--- src/rtl/flash_stream_ctrl.sv ---
// flash_stream_ctrl
// Sequences SPI flash READ bursts that stream pixel bits straight into a
// 1-bit FIFO write port. A burst ends when the FIFO fills or streaming is
// paused, and the next burst resumes at the exact next bit by re-addressing
// the interrupted byte and discarding the bits already delivered.
module flash_stream_ctrl #(
    parameter int                ADDR_W     = 24,
    parameter logic [ADDR_W-1:0] BASE_ADDR  = 24'h000000,
    parameter int                FRAME_BITS = 172800,
    parameter int                NUM_FRAMES = 6572,
    parameter int                MIN_GAP    = 4,
    parameter logic [7:0]        READ_CMD   = 8'h03
) (
    input  logic        write_clk,
    input  logic        reset,
    input  logic        enable,
    input  logic        fifo_full,
    output logic        fifo_write_en,
    output logic        fifo_din,
    output logic        spi_cs_n,
    output logic        spi_mosi,
    input  logic        spi_miso,
    output logic        frame_done,
    output logic [15:0] frame_idx,
    output logic        busy,
    output logic        done
);

    localparam int FB_W  = (FRAME_BITS > 1) ? $clog2(FRAME_BITS) : 1;
    localparam int GAP_W = (MIN_GAP > 1) ? $clog2(MIN_GAP) : 1;
    localparam int CNT_W = $clog2(ADDR_W);

    localparam logic [FB_W-1:0]  LAST_BIT   = FB_W'(FRAME_BITS - 1);
    localparam logic [15:0]      LAST_FRAME = 16'(NUM_FRAMES - 1);
    localparam logic [GAP_W-1:0] GAP_LAST   = GAP_W'(MIN_GAP - 1);
    localparam logic [CNT_W-1:0] CMD_LAST   = CNT_W'(7);
    localparam logic [CNT_W-1:0] ADDR_LAST  = CNT_W'(ADDR_W - 1);

    typedef enum logic [2:0] {
        S_IDLE,
        S_CMD,
        S_ADDR,
        S_DATA,
        S_GAP,
        S_DONE
    } state_t;

    state_t             state;
    state_t             state_nxt;

    logic [ADDR_W-1:0]  rd_addr;       // byte address of the byte currently on MISO
    logic [2:0]         skip;          // leading bits of the burst to discard
    logic [2:0]         bit_pos;       // bit position within the current byte
    logic [FB_W-1:0]    bit_in_frame;
    logic [GAP_W-1:0]   gap_cnt;
    logic [CNT_W-1:0]   hdr_cnt;       // bit counter for command and address
    logic [ADDR_W-1:0]  hdr_sr;        // remaining header bits, MSB goes out next
    logic               pause;

    assign fifo_din = spi_miso;
    assign busy     = (state != S_IDLE) && (state != S_DONE);
    assign done     = (state == S_DONE);

    // Next-state decode plus the combinational FIFO strobe and frame pulse
    always_comb begin
        state_nxt     = state;
        fifo_write_en = 1'b0;
        frame_done    = 1'b0;
        pause         = 1'b0;
        case (state)
            S_IDLE: begin
                if (enable && !fifo_full) state_nxt = S_CMD;
            end
            S_CMD: begin
                if (hdr_cnt == CMD_LAST) state_nxt = S_ADDR;
            end
            S_ADDR: begin
                if (hdr_cnt == ADDR_LAST) state_nxt = S_DATA;
            end
            S_DATA: begin
                // Discarded bits never write, so a full FIFO is irrelevant to them
                if (skip == 3'd0) begin
                    if (fifo_full || !enable) begin
                        pause     = 1'b1;
                        state_nxt = S_GAP;
                    end else begin
                        fifo_write_en = 1'b1;
                        if (bit_in_frame == LAST_BIT) begin
                            frame_done = 1'b1;
                            if (frame_idx == LAST_FRAME) state_nxt = S_DONE;
                        end
                    end
                end
            end
            S_GAP: begin
                if ((gap_cnt == GAP_LAST) && enable && !fifo_full) state_nxt = S_CMD;
            end
            S_DONE: begin
                state_nxt = S_DONE;
            end
            default: state_nxt = S_IDLE;
        endcase
    end

    // State register
    always_ff @(posedge write_clk) begin
        if (reset) state <= S_IDLE;
        else       state <= state_nxt;
    end

    // Chip select follows the next state; MOSI shifts out command then address
    always_ff @(posedge write_clk) begin
        if (reset) begin
            spi_cs_n <= 1'b1;
            spi_mosi <= 1'b0;
            hdr_cnt  <= '0;
            hdr_sr   <= '0;
        end else begin
            spi_cs_n <= !(state_nxt inside {S_CMD, S_ADDR, S_DATA});
            case (state)
                S_IDLE, S_GAP: begin
                    if (state_nxt == S_CMD) begin
                        spi_mosi <= READ_CMD[7];
                        hdr_sr   <= {READ_CMD[6:0], {(ADDR_W-7){1'b0}}};
                        hdr_cnt  <= '0;
                    end else begin
                        spi_mosi <= 1'b0;
                    end
                end
                S_CMD: begin
                    if (hdr_cnt == CMD_LAST) begin
                        spi_mosi <= rd_addr[ADDR_W-1];
                        hdr_sr   <= {rd_addr[ADDR_W-2:0], 1'b0};
                        hdr_cnt  <= '0;
                    end else begin
                        spi_mosi <= hdr_sr[ADDR_W-1];
                        hdr_sr   <= {hdr_sr[ADDR_W-2:0], 1'b0};
                        hdr_cnt  <= hdr_cnt + CNT_W'(1);
                    end
                end
                S_ADDR: begin
                    if (hdr_cnt == ADDR_LAST) begin
                        spi_mosi <= 1'b0;
                        hdr_cnt  <= '0;
                    end else begin
                        spi_mosi <= hdr_sr[ADDR_W-1];
                        hdr_sr   <= {hdr_sr[ADDR_W-2:0], 1'b0};
                        hdr_cnt  <= hdr_cnt + CNT_W'(1);
                    end
                end
                default: spi_mosi <= 1'b0;
            endcase
        end
    end

    // Byte address, bit position and discard count; a pause rewinds to the current byte
    always_ff @(posedge write_clk) begin
        if (reset) begin
            rd_addr <= BASE_ADDR;
            skip    <= 3'd0;
            bit_pos <= 3'd0;
        end else if ((state == S_ADDR) && (state_nxt == S_DATA)) begin
            bit_pos <= 3'd0;
        end else if (state == S_DATA) begin
            if (pause) begin
                // rd_addr already names the interrupted byte
                skip <= bit_pos;
            end else begin
                bit_pos <= bit_pos + 3'd1;
                if (bit_pos == 3'd7) rd_addr <= rd_addr + ADDR_W'(1);
                if (skip != 3'd0)    skip    <= skip - 3'd1;
            end
        end
    end

    // Frame position; the last frame index is held once the final frame completes
    always_ff @(posedge write_clk) begin
        if (reset) begin
            bit_in_frame <= '0;
            frame_idx    <= 16'd0;
        end else if (fifo_write_en) begin
            if (frame_done) begin
                bit_in_frame <= '0;
                if (frame_idx != LAST_FRAME) frame_idx <= frame_idx + 16'd1;
            end else begin
                bit_in_frame <= bit_in_frame + FB_W'(1);
            end
        end
    end

    // Inter-burst gap timer, restarted on every entry to GAP
    always_ff @(posedge write_clk) begin
        if (reset) begin
            gap_cnt <= '0;
        end else if ((state != S_GAP) && (state_nxt == S_GAP)) begin
            gap_cnt <= '0;
        end else if ((state == S_GAP) && (gap_cnt != GAP_LAST)) begin
            gap_cnt <= gap_cnt + GAP_W'(1);
        end
    end

endmodule

--- config.mk ---
export PLATFORM = sky130hd
export DESIGN_NAME = flash_stream_ctrl
export DESIGN_NICKNAME = d
export VERILOG_FILES = /design/src/rtl/flash_stream_ctrl.sv
export SDC_FILE = /design/constraint.sdc
export NUM_CORES = 1
export LEC_CHECK = 0
export BUFFER_PORTS_ARGS = -buffer_cell sky130_fd_sc_hd__buf_2
export CAP_MARGIN = 0
export CORE_MARGIN = 4
export CORE_UTILIZATION = 55
export CTS_CLUSTER_SIZE = 10
export DETAILED_ROUTE_END_ITERATION = 10
export PLACE_DENSITY = 0.81
export SYNTH_ARGS = -nofsm -noshare
export SYNTH_HDL_FRONTEND = slang
export SYNTH_SLANG_ARGS = --single-unit
--- constraint.sdc ---
create_clock -name write_clk -period 3.3 [get_ports write_clk]
set_input_delay 0 -clock write_clk [delete_from_list [all_inputs] [get_ports write_clk]]
set_output_delay 0 -clock write_clk [all_outputs]
set_load 0.005 [all_outputs]
==> After elaboration in Yosys (flattened, before gate mapping) <==
Cells that the tools add are included.
{ "word_totals": {"reg_bits": 100, "in_bits": 5} }
{ "classes": {"add_sub_neg": 7, "n_eq_ne": 21, "mux": 33, "n_bitwise": 2, "n_reduce_logical": 27} }
{ "op_table": {"columns": ["operator", "count"], "rows": [
  ["24-bit 2-to-1 mux", 3],
  ["24-bit case mux with 3 select lines", 1],
  ["3-bit 2-to-1 mux", 10],
  ["24-bit by 1-bit adder with 24-bit output (second input constant)", 1],
  ["18-bit by 1-bit adder with 18-bit output (second input constant)", 1],
  ["18-bit equality test (second input constant)", 1],
  ["18-bit 2-to-1 mux", 1],
  ["3-bit case mux with 6 select lines", 1],
  ["16-bit by 1-bit adder with 16-bit output (second input constant)", 1],
  ["16-bit by 13-bit equality test with 1-bit output (second input constant)", 1],
  ["16-bit by 13-bit != test with 1-bit output (second input constant)", 1],
  ["5-bit 2-to-1 mux", 3],
  ["5-bit case mux with 3 select lines", 1],
  ["3-bit by 2-bit equality test with 1-bit output (second input constant)", 4],
  ["3-bit equality test (second input constant)", 4],
  ["1-bit 2-to-1 mux", 12],
  ["3-bit nonzero test", 4],
  ["3-bit AND reduction", 3],
  ["1-bit logical AND", 7],
  ["3-bit by 1-bit equality test with 1-bit output (second input constant)", 2],
  ["3-bit zero test", 2],
  ["2-bit != test (second input constant)", 3],
  ["3-bit != test (second input constant)", 2],
  ["2-bit OR reduction", 3],
  ["14 further kinds", 18]
]} }

==> Logic depth before layout (Yosys ltp) <==
Gate-level depths: netlist of run 1.
{ "logic_depth": {"ltp_word": 10, "depth_mapped": 9, "ltp_nobuf": 7} }

==> Worst setup path before layout of run 1 <==
OpenSTA, ideal clock, no wires.
{ "synth_timing": {"kind": "reg2reg", "startpoint": "register bit_in_frame[11]", "endpoint": "register frame_idx[10]", "setup_time_ns": 0.070, "arrival_ns": 2.362, "t_required_ns": 3.230, "slack_ns": 0.868, "stages_incl_launch_ff": 7, "path_buffers": 1, "cell_sequence": "dfxtp_1 -> or4b_4 -> or4_4 -> or2_1 -> buf_6 -> or4_1 -> a21oi_1"} }
{ "synth_via": {"elab_chain_cells": 6} }
{ "synth_lines": {"columns": ["element", "line_no", "text"], "rows": [
  ["start, declared", "54", "logic [FB_W-1:0] bit_in_frame;"],
  ["start signal, assigned", "186", "bit_in_frame <= bit_in_frame + FB_W'(1);"],
  ["18-bit equality test", "88", "if (bit_in_frame == LAST_BIT) begin"],
  ["1-bit 2-to-1 mux", "88", null],
  ["1-bit 2-to-1 mux", "83", "if (fifo_full || !enable) begin"],
  ["1-bit 2-to-1 mux", "82", "if (skip == 3'd0) begin"],
  ["1-bit 2-to-1 mux", "70", "case (state)"],
  ["3-bit AND reduction (no source line)", null, null],
  ["end signal, assigned", "184", "if (frame_idx != LAST_FRAME) frame_idx <= frame_idx + 16'd1;"],
  ["end, declared", "24", "output logic [15:0] frame_idx,"]
]} }
No other way between the ends.
A chain may end at the register's enable or synchronous reset.

==> Worst setup path after layout of run 1 <==
{ "layout_timing": {"startpoint": "register state[0]", "endpoint": "register frame_idx[10]"} }
{ "layout_via": {"elab_chain_cells": 3, "elab_cells_between_ends": 4} }
{ "layout_lines": {"columns": ["element", "line_no", "text"], "rows": [
  ["start, declared", "48", "state_t state;"],
  ["start signal, assigned", "108", "else state <= state_nxt;"],
  ["3-bit by 2-bit equality test with 1-bit output *", "70", null],
  ["1-bit 2-to-1 mux", "70", null],
  ["3-bit AND reduction (no source line) *", null, null]
]} }
Mark *: on every way between the ends. The rest lies on a longest branch, timed or not.

==> metrics, run 1 <==
initial antenna violation count 0; standby leakage power 0.00196 uW; min Tclk post-route 2.54 ns; GRT overflow 0; per-instance average area after synthesis 8.28 sq um; series of cell instances along the critical path nand3b_1 > or4_4 > or2_1 > or4_1 > a21oi_1; number of instances in the synthesized netlist 586; VDD IR max 0.321 mV; x dimension of the die 102 um; Worst-path clk slew 0.10 ns; sequential cell area fraction in the yosys report 40.8%; launch point of the worst reg-to-reg path state[0]; number of I/O port buffers 25; number of detailed-routing iterations run before antenna repair 4; number of nets in the layout 617; synth top area cells sky130_fd_sc_hd__dfxtp_1, sky130_fd_sc_hd__nor2_1, sky130_fd_sc_hd__xor2_1, sky130_fd_sc_hd__a21oi_1, sky130_fd_sc_hd__nand3_1; Slowest-stage cell, CP sky130_fd_sc_hd__or4_4; routability-driven placement congestion ratio 0.891; buffer count from post-CTS setup fixing 0; CTS H-tree lvls 3; Synth async-reset ratio 0%; number of placement rows 34; Post-CTS Hold Fix Bufs 0; setup slack after layout 0.759 ns; Floorplan Core Area 0.00864 sq mm; Slew @ Worst Pin 0.875 ns; proportion of layout cells with a drive suffix above 1 11.0%; count of cells resized by post-cts repair 0; final setup violating endpoints 0; fill count 775; fmax 0.394 GHz; max-slew violation total from the final report 0; kind of capture point of the worst setup path flop; post-synthesis cell area 0.00485 sq mm; overall routing resource usage 22.3%; first-pass GRT wire length 18.9 mm; Max stage delay on crit path 0.58 ns; ANT cells 0; count of flip-flops with a built-in enable after synthesis 0; total wire length after detailed routing 10.8 mm; Chip Height 102 um; maximum number of pins on one net before global-route repair 44; Multi-input gate area 0.00270 sq mm; Hold Path Sink fifo_din; number of remaining DRC errors 0; number of global-route vias before repair 4116; post-route design area 0.00529 sq mm; slack of the worst reg-to-reg path 0.76 ns; per-cell via count in the routed design 6.07; dpl ws 0.782 ns; average detailed-routed wire length per instance 15.1 um; Finished Layout Cells 716; result of the run complete, no violations; cell area power density 415 mW/mm^2; total of flip-flops plus latches after synthesis 99; Boundary Pins 28; maximum clock path buffer count 2; share of the synthesized area in the top cell type 40.8%; worst skew pair latency 0.36 ns; Register Area 0.00198 sq mm; Yosys Warn Count 0; startpoint of the lowest-slack hold path spi_miso; ys flop type sky130_fd_sc_hd__dfxtp_1; Hold Violations, Final 0; reg2reg end frame_idx[10]; Post-Route Setup TNS 0 ns; number of buffers added by the clock tree synthesis step 9; number of cells on the worst hold path 0; initial standard-cell utilization of the core 56.2%; CTS Root Cell sky130_fd_sc_hd__clkbuf_8; clk sink count 99; Detail Route Antenna Nets 0; arrival time of the worst setup path 2.83 ns; setup repair after global routing missed its margin false; Data required, critical path 3.59 ns; die area 0.0104 sq mm; maximum fanout along the worst path 14; area growth from synthesis to layout 8.92%; HPWL after detailed placement 7.67 mm; type of element launching the critical path flop; logic depth of the worst register-to-register path 5; worst slew slack as a fraction of its limit 41.7%; Post-Place Cell Area 0.00508 sq mm; count of routing violations after the opening detailed-route iteration 239; dominant cell type by area after synthesis sky130_fd_sc_hd__dfxtp_1; syn_nets 600; number of instances in the placed design 700; Final Skew 0.0112 ns; Hold Path Class in2out; count of different cell masters after synthesis 58; worst setup path class reg2reg; clock tree from TritonCTS built; total number of vias 4349; period utilization 77.0%; MaxCap Viol Count 0
[final cells by class]
class | count | share of cell area [%]
clock inverters | 6 | 1.37
well taps | 108 | 2.56
flip-flops and latches | 99 | 37.5
inverters | 11 | 0.781
repair buffers | 37 | 4.07
multi-input cells | 445 | 51.1
clock buffers | 10 | 2.60
[critical path, delay by kind of cell (launching register included)]
family          cells  cell delay (ns)
simple gates        4             1.75
flops               1             0.57
compound gates      1             0.16
[logic make-up (layout without fill, tap and decap cells)]
kind of cell	count (synthesis)	in the layout	synth area share (%)
simple gates	274	274	28.8
compound gates	111	111	15.1
flops	99	99	40.8
xor+xnor	43	43	7.76
buf+inv	42	64	3.48
fa+ha+maj	9	9	2.32
mux	8	8	1.73
[cell usage in the layout, fill, tap and decap left out, types with 3 or more instances in the layout]
cell,n
sky130_fd_sc_hd__nand4b_1,3
sky130_fd_sc_hd__nand2_1,37
sky130_fd_sc_hd__a31oi_1,12
sky130_fd_sc_hd__xor2_1,35
sky130_fd_sc_hd__a221oi_1,14
sky130_fd_sc_hd__and3_1,12
sky130_fd_sc_hd__or3_1,7
sky130_fd_sc_hd__nand3_1,36
sky130_fd_sc_hd__o21ai_0,13
sky130_fd_sc_hd__nor2b_1,7
sky130_fd_sc_hd__nor3b_1,7
sky130_fd_sc_hd__mux2i_1,5
sky130_fd_sc_hd__nor2_1,98
sky130_fd_sc_hd__nand4_1,19
sky130_fd_sc_hd__xnor2_1,8
sky130_fd_sc_hd__nand2b_1,6
sky130_fd_sc_hd__clkbuf_8,10
sky130_fd_sc_hd__dfxtp_1,99
sky130_fd_sc_hd__and4_1,3
sky130_fd_sc_hd__a21oi_1,39
sky130_fd_sc_hd__or2_2,3
sky130_fd_sc_hd__mux2_2,3
sky130_fd_sc_hd__ha_1,9
sky130_fd_sc_hd__buf_2,25
sky130_fd_sc_hd__buf_4,12
sky130_fd_sc_hd__inv_1,11
sky130_fd_sc_hd__o31ai_1,3
sky130_fd_sc_hd__nor4_1,4
sky130_fd_sc_hd__a311oi_1,9
sky130_fd_sc_hd__or4_1,3
sky130_fd_sc_hd__nor3_1,10
sky130_fd_sc_hd__a211oi_1,5
[power by group]
group / total (uW) / internal (uW) / leakage [uW] / switching [uW]
sequential: 1250 / 1230 / 0.000804 / 23.2
clock: 805 / 379 / 0.000103 / 426
combinational: 137 / 52.8 / 0.00106 / 84.2
total: 2190 / 1660 / 0.00196 / 533
[how the worst max path moves through the flow]
stage | startpoint | to | slack (ns) | depth (start not counted)
2_1_floorplan | bit_in_frame[11] | frame_idx[10] | 0.87 | 6
3_3_place_gp | bit_in_frame[11] | frame_idx[10] | 0.83 | 5
3_5_place_dp | bit_in_frame[11] | frame_idx[10] | 0.78 | 5
4_1_cts | state[1] | frame_idx[10] | 0.77 | 5
5_1_grt | state[1] | frame_idx[12] | 0.47 | 5
6_report | state[0] | frame_idx[10] | 0.76 | 5
[cells in the mapped netlist, types with 8 or more instances]
cell,number
sky130_fd_sc_hd__dfxtp_1,99
sky130_fd_sc_hd__inv_1,11
sky130_fd_sc_hd__and3_1,12
sky130_fd_sc_hd__nor3_1,10
sky130_fd_sc_hd__o21ai_0,13
sky130_fd_sc_hd__nand3_1,36
sky130_fd_sc_hd__a221oi_1,14
sky130_fd_sc_hd__clkbuf_1,26
sky130_fd_sc_hd__nand2_1,37
sky130_fd_sc_hd__a31oi_1,12
sky130_fd_sc_hd__a311oi_1,9
sky130_fd_sc_hd__nand4_1,19
sky130_fd_sc_hd__xor2_1,35
sky130_fd_sc_hd__nor2_1,98
sky130_fd_sc_hd__a21oi_1,39
sky130_fd_sc_hd__ha_1,9
sky130_fd_sc_hd__xnor2_1,8
[flip-flops by register name, summed over array words and instances, names as in the netlist]
signal,cells
gap_cnt,2
spi_mosi,1
hdr_sr,23
skip,3
frame_idx,16
spi_cs_n,1
bit_pos,3
hdr_cnt,5
rd_addr,24
state,3
bit_in_frame,18
[per-layer routing]
layer / wire length [um] / global-route usage (%)
met1: 4720 / 28.7
met2: 5360 / 38.6
met3: 564 / 3.62
met4: 146 / 6.86
met5: 0 / 0
[through the flow]
step / hold slack, ns / utilization, % / power, uW
floorplan: 0.0808 / - / 1380
global placement: 0.0000346 / 58.8 / 1410
global route: 0.0000480 / 61.2 / 2300
detailed placement: 0.0000346 / 58.8 / 1420
finish: 0.0000110 / 61.2 / 2190
CTS: 0.0000346 / 61.2 / 2220
(Power assumes the default switching activity.)
==> run 2, diff against run 1 <==
- clock period: 3.3 -> 2.6 ns (I/O delays scaled with it)
==> run 2 against run 1 <==
  * Worst setup slack got worse by 0.61 ns
  * Via count rose by 3.0%
  * Clock power rose by 28%
  * Sequential cell count did not move
  * Global-route usage rose by 0.91 points
  * Core utilization rose by 1.3 points
==> metrics, run 2 (same netlist as run 1, synthesis figures left out) <==
Final Skew 0.0124 ns; number of placement rows 34; number of remaining DRC errors 0; gate family responsible for the most delay along the worst path simple AND/OR/NAND/NOR gates; reg2reg end frame_idx[5]; Post-Place Cell Area 0.00517 sq mm; max-slew violation total from the final report 0; GRT overflow 0; maximum clock path buffer count 2; type of element launching the critical path flop; maximum number of pins on one net before global-route repair 32; worst setup path class reg2reg; kind of capture point of the worst setup path flop; initial antenna violation count 0; first-pass GRT wire length 19.6 mm; MaxCap Viol Count 0; logic depth of the worst register-to-register path 6; Detail Route Antenna Nets 0; number of buffers added by the clock tree synthesis step 9; die area 0.0104 sq mm; number of flip-flops under the largest register name 24; dpl ws 0.156 ns; average detailed-routed wire length per instance 15.7 um; buffer count from post-CTS setup fixing 0; fill count 754; series of cell instances along the critical path or4b_4 > or4_4 > or2_1 > buf_4 > or3_1 > a21oi_1; number of global-route vias before repair 4255; total wire length after detailed routing 11.5 mm; cell area power density 518 mW/mm^2; Setup crit end frame_idx[5]; Hold Violations, Final 0; number of detailed-routing iterations run before antenna repair 5; setup repair after global routing missed its margin false; min Tclk post-route 2.45 ns; period utilization 94.3%; count of routing violations after the opening detailed-route iteration 286; total number of vias 4479; x dimension of the die 102 um; result of the run complete, no violations; VDD IR max 0.506 mV; standby leakage power 0.00203 uW; setup slack after layout 0.148 ns; Chip Height 102 um; Data required, critical path 2.90 ns; cell count along the critical path 6; launch point of the worst reg-to-reg path bit_in_frame[11]; Total Power Consumption 2800 uW; Slowest-stage cell, CP sky130_fd_sc_hd__or4b_4; Worst-path clk slew 0.10 ns; ANT cells 0; fmax 0.408 GHz; register ranked first by flip-flop count rd_addr; buffer and inverter count on the worst path 1; commonest cells after routing, fill and taps aside sky130_fd_sc_hd__dfxtp_1, sky130_fd_sc_hd__nor2_1, sky130_fd_sc_hd__a21oi_1; final setup violating endpoints 0; CTS Root Cell sky130_fd_sc_hd__clkbuf_8; Boundary Pins 28; post-route design area 0.00540 sq mm; Max stage delay on crit path 0.56 ns; overall routing resource usage 23.2%; arrival time of the worst setup path 2.76 ns; number of I/O port buffers 25; Post-Route Setup TNS 0 ns; Hold Path Class in2out; per-cell via count in the routed design 6.14; Floorplan Core Area 0.00864 sq mm; worst skew pair latency 0.38 ns; slack of the worst reg-to-reg path 0.15 ns; HPWL after detailed placement 7.99 mm; routability-driven placement congestion ratio 0.842; proportion of layout cells with a drive suffix above 1 12.9%; area growth from synthesis to layout 11.3%; most common cell after layout, fill and taps aside sky130_fd_sc_hd__dfxtp_1; Slew @ Worst Pin 1.23 ns; clk sink count 99; maximum fanout along the worst path 7; registers with the highest flip-flop counts rd_addr: 24 flops, hdr_sr: 23 flops, bit_in_frame: 18 flops; clock tree from TritonCTS built; worst slew slack as a fraction of its limit 18.2%; initial standard-cell utilization of the core 56.2%; number of nets in the layout 631; Critical Path Source bit_in_frame[11]; CTS H-tree lvls 3
## run 2: power breakdown
group | leakage, uW | switching [uW] | internal [uW]
registers | 0.000804 | 26.2 | 1560
logic | 0.00112 | 113 | 68.5
clock network | 0.000101 | 572 | 460
## run 2: worst min-delay path by stage
| stage | start | to | slack, ns | depth (start not counted) |
|---|---|---|---|---|
| after floorplan | spi_miso | fifo_din | 0.08 | 1 |
| after global placement | spi_miso | fifo_din | 0.00003 | 0 |
| after detailed placement | spi_miso | fifo_din | 0.00003 | 0 |
| after CTS | spi_miso | fifo_din | 0.00003 | 0 |
| after global routing | spi_miso | fifo_din | 0.00005 | 0 |
| final | spi_miso | fifo_din | 0.00001 | 0 |
## run 2: metrics by stage
step	utilization, %	cells	hold slack, ns
final	62.6	730	0.0000110
after global placement	59.9	713	0.0000346
after floorplan	-	586	0.0808
after CTS	62.4	730	0.0000346
after detailed placement	59.9	713	0.0000346
after global routing	62.6	730	0.0000480
## run 2: cell type report
class | count | area (sq um) | share of cell area [%]
inverters | 11 | 41.3 | 0.764
flip-flops and latches | 99 | 1980 | 36.7
repair buffers | 51 | 323 | 5.97
clock inverters | 7 | 81.3 | 1.51
multi-input cells | 445 | 2720 | 50.3
clock buffers | 9 | 124 | 2.29
well taps | 108 | 135 | 2.50
## run 2: per-layer routing
layer | GRT usage, % | up-vias | part of all wire [%]
met5 | 0 | - | 0
met4 | 8.17 | 0 | 2.1
met3 | 4.51 | 28 | 6.5
met2 | 40.3 | 166 | 49
met1 | 28.9 | 2115 | 42
li1 | - | 2170 | -
## run 2: timing repair
item | 4_1_cts | 5_1_grt
hold endpoints to repair | 2 | 0
endpoints found under the setup margin | 0 | 4
resized for setup | 0 | 1
hold buffers | 1 | 0
==> run 3, diff against run 2 <==
- ABC_AREA: not set -> 1
- MAX_ROUTING_LAYER: not set -> met4
==> run 3 against run 2 <==
  * Worst hold slack is essentially flat
  * Sequential power is essentially flat
  * Synthesized cell count grew 31%
  * Sequential cell count is the same
  * Combinational power grew 26%
  * Synthesized area grew 11%
  * Core utilization shrank 1.0 points
  * First-iteration DRC count grew 28%
  * Non-clock buffer count shrank 18
  * Final cell count grew 26%
  * Critical path depth grew 6
  * Clock power shrank 11%
  * Critical endpoint is now hdr_sr[6]
==> metrics, run 3 <==
Finished Layout Cells 923; synth top area cells sky130_fd_sc_hd__dfxtp_1, sky130_fd_sc_hd__nand2_1, sky130_fd_sc_hd__nor2_1, sky130_fd_sc_hd__inv_1, sky130_fd_sc_hd__a21oi_1; max-slew violation total from the final report 0; total of flip-flops plus latches after synthesis 99; Chip Height 107 um; min Tclk post-route 2.32 ns; Slew @ Worst Pin 0.668 ns; fill count 859; type of element launching the critical path flop; initial standard-cell utilization of the core 57.4%; count leader, synth sky130_fd_sc_hd__nand2_1; maximum number of pins on one net before global-route repair 40; count of different cell masters after synthesis 45; first-pass GRT wire length 21.4 mm; worst skew pair latency 0.37 ns; number of cells on the worst hold path 0; launch point of the worst reg-to-reg path bit_in_frame[0]; per-cell via count in the routed design 5.54; most repeated library cell on the critical path sky130_fd_sc_hd__nor2_1; worst setup path class reg2reg; Post-Route Setup TNS 0 ns; clock tree from TritonCTS built; final core area utilization 61.6%; total number of vias 5117; Synth async-reset ratio 0%; result of the run complete, no violations; ys flop type sky130_fd_sc_hd__dfxtp_1; Boundary Pins 28; Final Skew 0.0146 ns; top cells by count, synth sky130_fd_sc_hd__nand2_1, sky130_fd_sc_hd__dfxtp_1, sky130_fd_sc_hd__nor2_1, sky130_fd_sc_hd__inv_1, sky130_fd_sc_hd__a21oi_1; number of remaining DRC errors 0; cell area power density 470 mW/mm^2; GRT overflow 0; overall routing resource usage 23.0%; sequential cell area fraction in the yosys report 36.7%; reg2reg end hdr_sr[6]; dominant cell type by area after synthesis sky130_fd_sc_hd__dfxtp_1; standby leakage power 0.00230 uW; ANT cells 0; VDD IR max 0.232 mV; clk sink count 99; proportion of layout cells with a drive suffix above 1 12.8%; final setup violating endpoints 0; worst slew slack as a fraction of its limit 55.2%; Post-CTS Hold Fix Bufs 0; post-synthesis cell area 0.00540 sq mm; maximum clock path buffer count 2; routability-driven placement congestion ratio 0.950; HPWL after detailed placement 9.16 mm; logic depth of the worst register-to-register path 12; Hold Violations, Final 0; registers with the highest flip-flop counts rd_addr: 24 flops, hdr_sr: 23 flops, bit_in_frame: 18 flops; register ranked first by flip-flop count rd_addr; setup repair after global routing missed its margin false; die area 0.0115 sq mm; number of nets in the layout 804; CTS Root Cell sky130_fd_sc_hd__clkbuf_8; period utilization 89.4%; x dimension of the die 107 um; arrival time of the worst setup path 2.60 ns; series of cell instances along the critical path ha_1 > nand3_1 > nor2_1 > inv_1 > nor2_1 > nand2_2 > a21boi_4 > nand3_4 > nand2_4 > inv_4 > nor2_1 > nor2_1; total wire length after detailed routing 12.6 mm; number of placement rows 35; CTS H-tree lvls 3; startpoint of the lowest-slack hold path spi_miso; fmax 0.430 GHz; number of I/O port buffers 25; number of detailed-routing iterations run before antenna repair 5; Worst-path clk slew 0.10 ns; area growth from synthesis to layout 7.30%; per-instance average area after synthesis 7.01 sq um; Hold Path Class in2out; Detail Route Antenna Nets 0; count of flip-flops with a built-in enable after synthesis 0; MaxCap Viol Count 0; syn_nets 784; Data required, critical path 2.87 ns; Max stage delay on crit path 0.41 ns; number of instances in the synthesized netlist 770; number of instances in the placed design 908; kind of capture point of the worst setup path flop; share of the synthesized area in the top cell type 36.7%; number of flip-flops under the largest register name 24; number of global-route vias before repair 4752; count of routing violations after the opening detailed-route iteration 367; maximum fanout along the worst path 23; average detailed-routed wire length per instance 13.6 um; most common cell after layout, fill and taps aside sky130_fd_sc_hd__nand2_1; Floorplan Core Area 0.00942 sq mm; initial antenna violation count 0; Hold Path Sink fifo_din; Slowest-stage cell, CP sky130_fd_sc_hd__dfxtp_1; number of buffers added by the clock tree synthesis step 9; slack of the worst reg-to-reg path 0.28 ns; Yosys Warn Count 0; commonest cells after routing, fill and taps aside sky130_fd_sc_hd__nand2_1, sky130_fd_sc_hd__dfxtp_1, sky130_fd_sc_hd__nor2_1
-- run 3: changes by cell type after synthesis, sizes merged, moves of 9 or more --
cell    before  now
inv         11   99
xor2        35   19
and3        13    1
a221oi      14    2
nor3        12   32
buf          5   14
nor2        98  115
nand3       36   51
a21oi       39   54
o21ai       13   26
a31oi       12    1
clkbuf      26   10
nand2       37  147
a22oi        2   11
-- run 3: power by group --
group | internal [uW] | total [uW] | switching (uW)
Sequential | 1560 | 1580 | 22.0
Combinational | 77.0 | 229 | 152
Clock | 373 | 915 | 543
-- run 3: kinds of logic (layout without fill, tap and decap cells) --
kind of cell,Yosys count,after routing,synth area share (%)
compound gates,123,123,13.5
xor+xnor,23,23,3.73
fa+ha+maj,9,9,2.08
buf+inv,126,150,9.50
flops,99,99,36.7
simple gates,390,390,34.5
-- run 3: through the flow --
stage                     hold slack (ns)  area (sq um)  power (uW)  worst slack (ns)
final                           0.0000704          5800        2720             0.275
after global routing            0.0000820          5800        2850            0.0242
after CTS                        0.000134          5790        2730             0.240
after detailed placement         0.000134          5620        1840             0.246
after global placement           0.000134          5620        1830             0.352
after floorplan                    0.0808          5400        1800             0.759
-- run 3: repair_timing --
item	4_1_cts	5_1_grt
endpoints found under the setup margin	0	6
resized for setup	0	2
buffers inserted	0	0
-- run 3: cell type report --
class                      instances  area [sq um]  area share, %
tap                              129           161           2.78
inverter                         102           385           6.65
clock inverter                     5          37.5          0.648
multi-input combinational        545          2910           50.2
timing repair buffer              33           185           3.20
sequential                        99          1980           34.2
clock buffer                      10           138           2.37
-- run 3: how the worst max path moves through the flow --
| stage | from | end | slack (ns) | depth (start not counted) |
|---|---|---|---|---|
| global route | bit_in_frame[0] | hdr_sr[6] | 0.02 | 12 |
| global placement | bit_in_frame[0] | hdr_sr[11] | 0.35 | 12 |
| detailed placement | bit_in_frame[0] | hdr_sr[6] | 0.25 | 12 |
| CTS | bit_in_frame[0] | hdr_sr[3] | 0.24 | 13 |
| finish | bit_in_frame[0] | hdr_sr[6] | 0.28 | 12 |
| floorplan | bit_in_frame[0] | frame_idx[13] | 0.76 | 10 |
-- run 3: layer usage --
| metal | track usage, % | vias to the layer above | part of all wire, % |
|---|---|---|---|
| met3 | 3.97 | 16 | 6.3 |
| met1 | 30.9 | 2356 | 48 |
| met5 | - | - | 0 |
| li1 | - | 2587 | - |
| met4 | 6.85 | 0 | 1.2 |
| met2 | 35.5 | 158 | 44 |
-- run 3: worst max-delay path: cells and delay by family, from the launching register on --
family / cells / cell delay, ns
AO/OA/AOI/OAI: 1 / 0.17
adder cells (fa/ha/maj): 1 / 0.22
buffers and inverters: 2 / 0.24
flip-flops: 1 / 0.41
AND/OR/NAND/NOR: 8 / 1.18
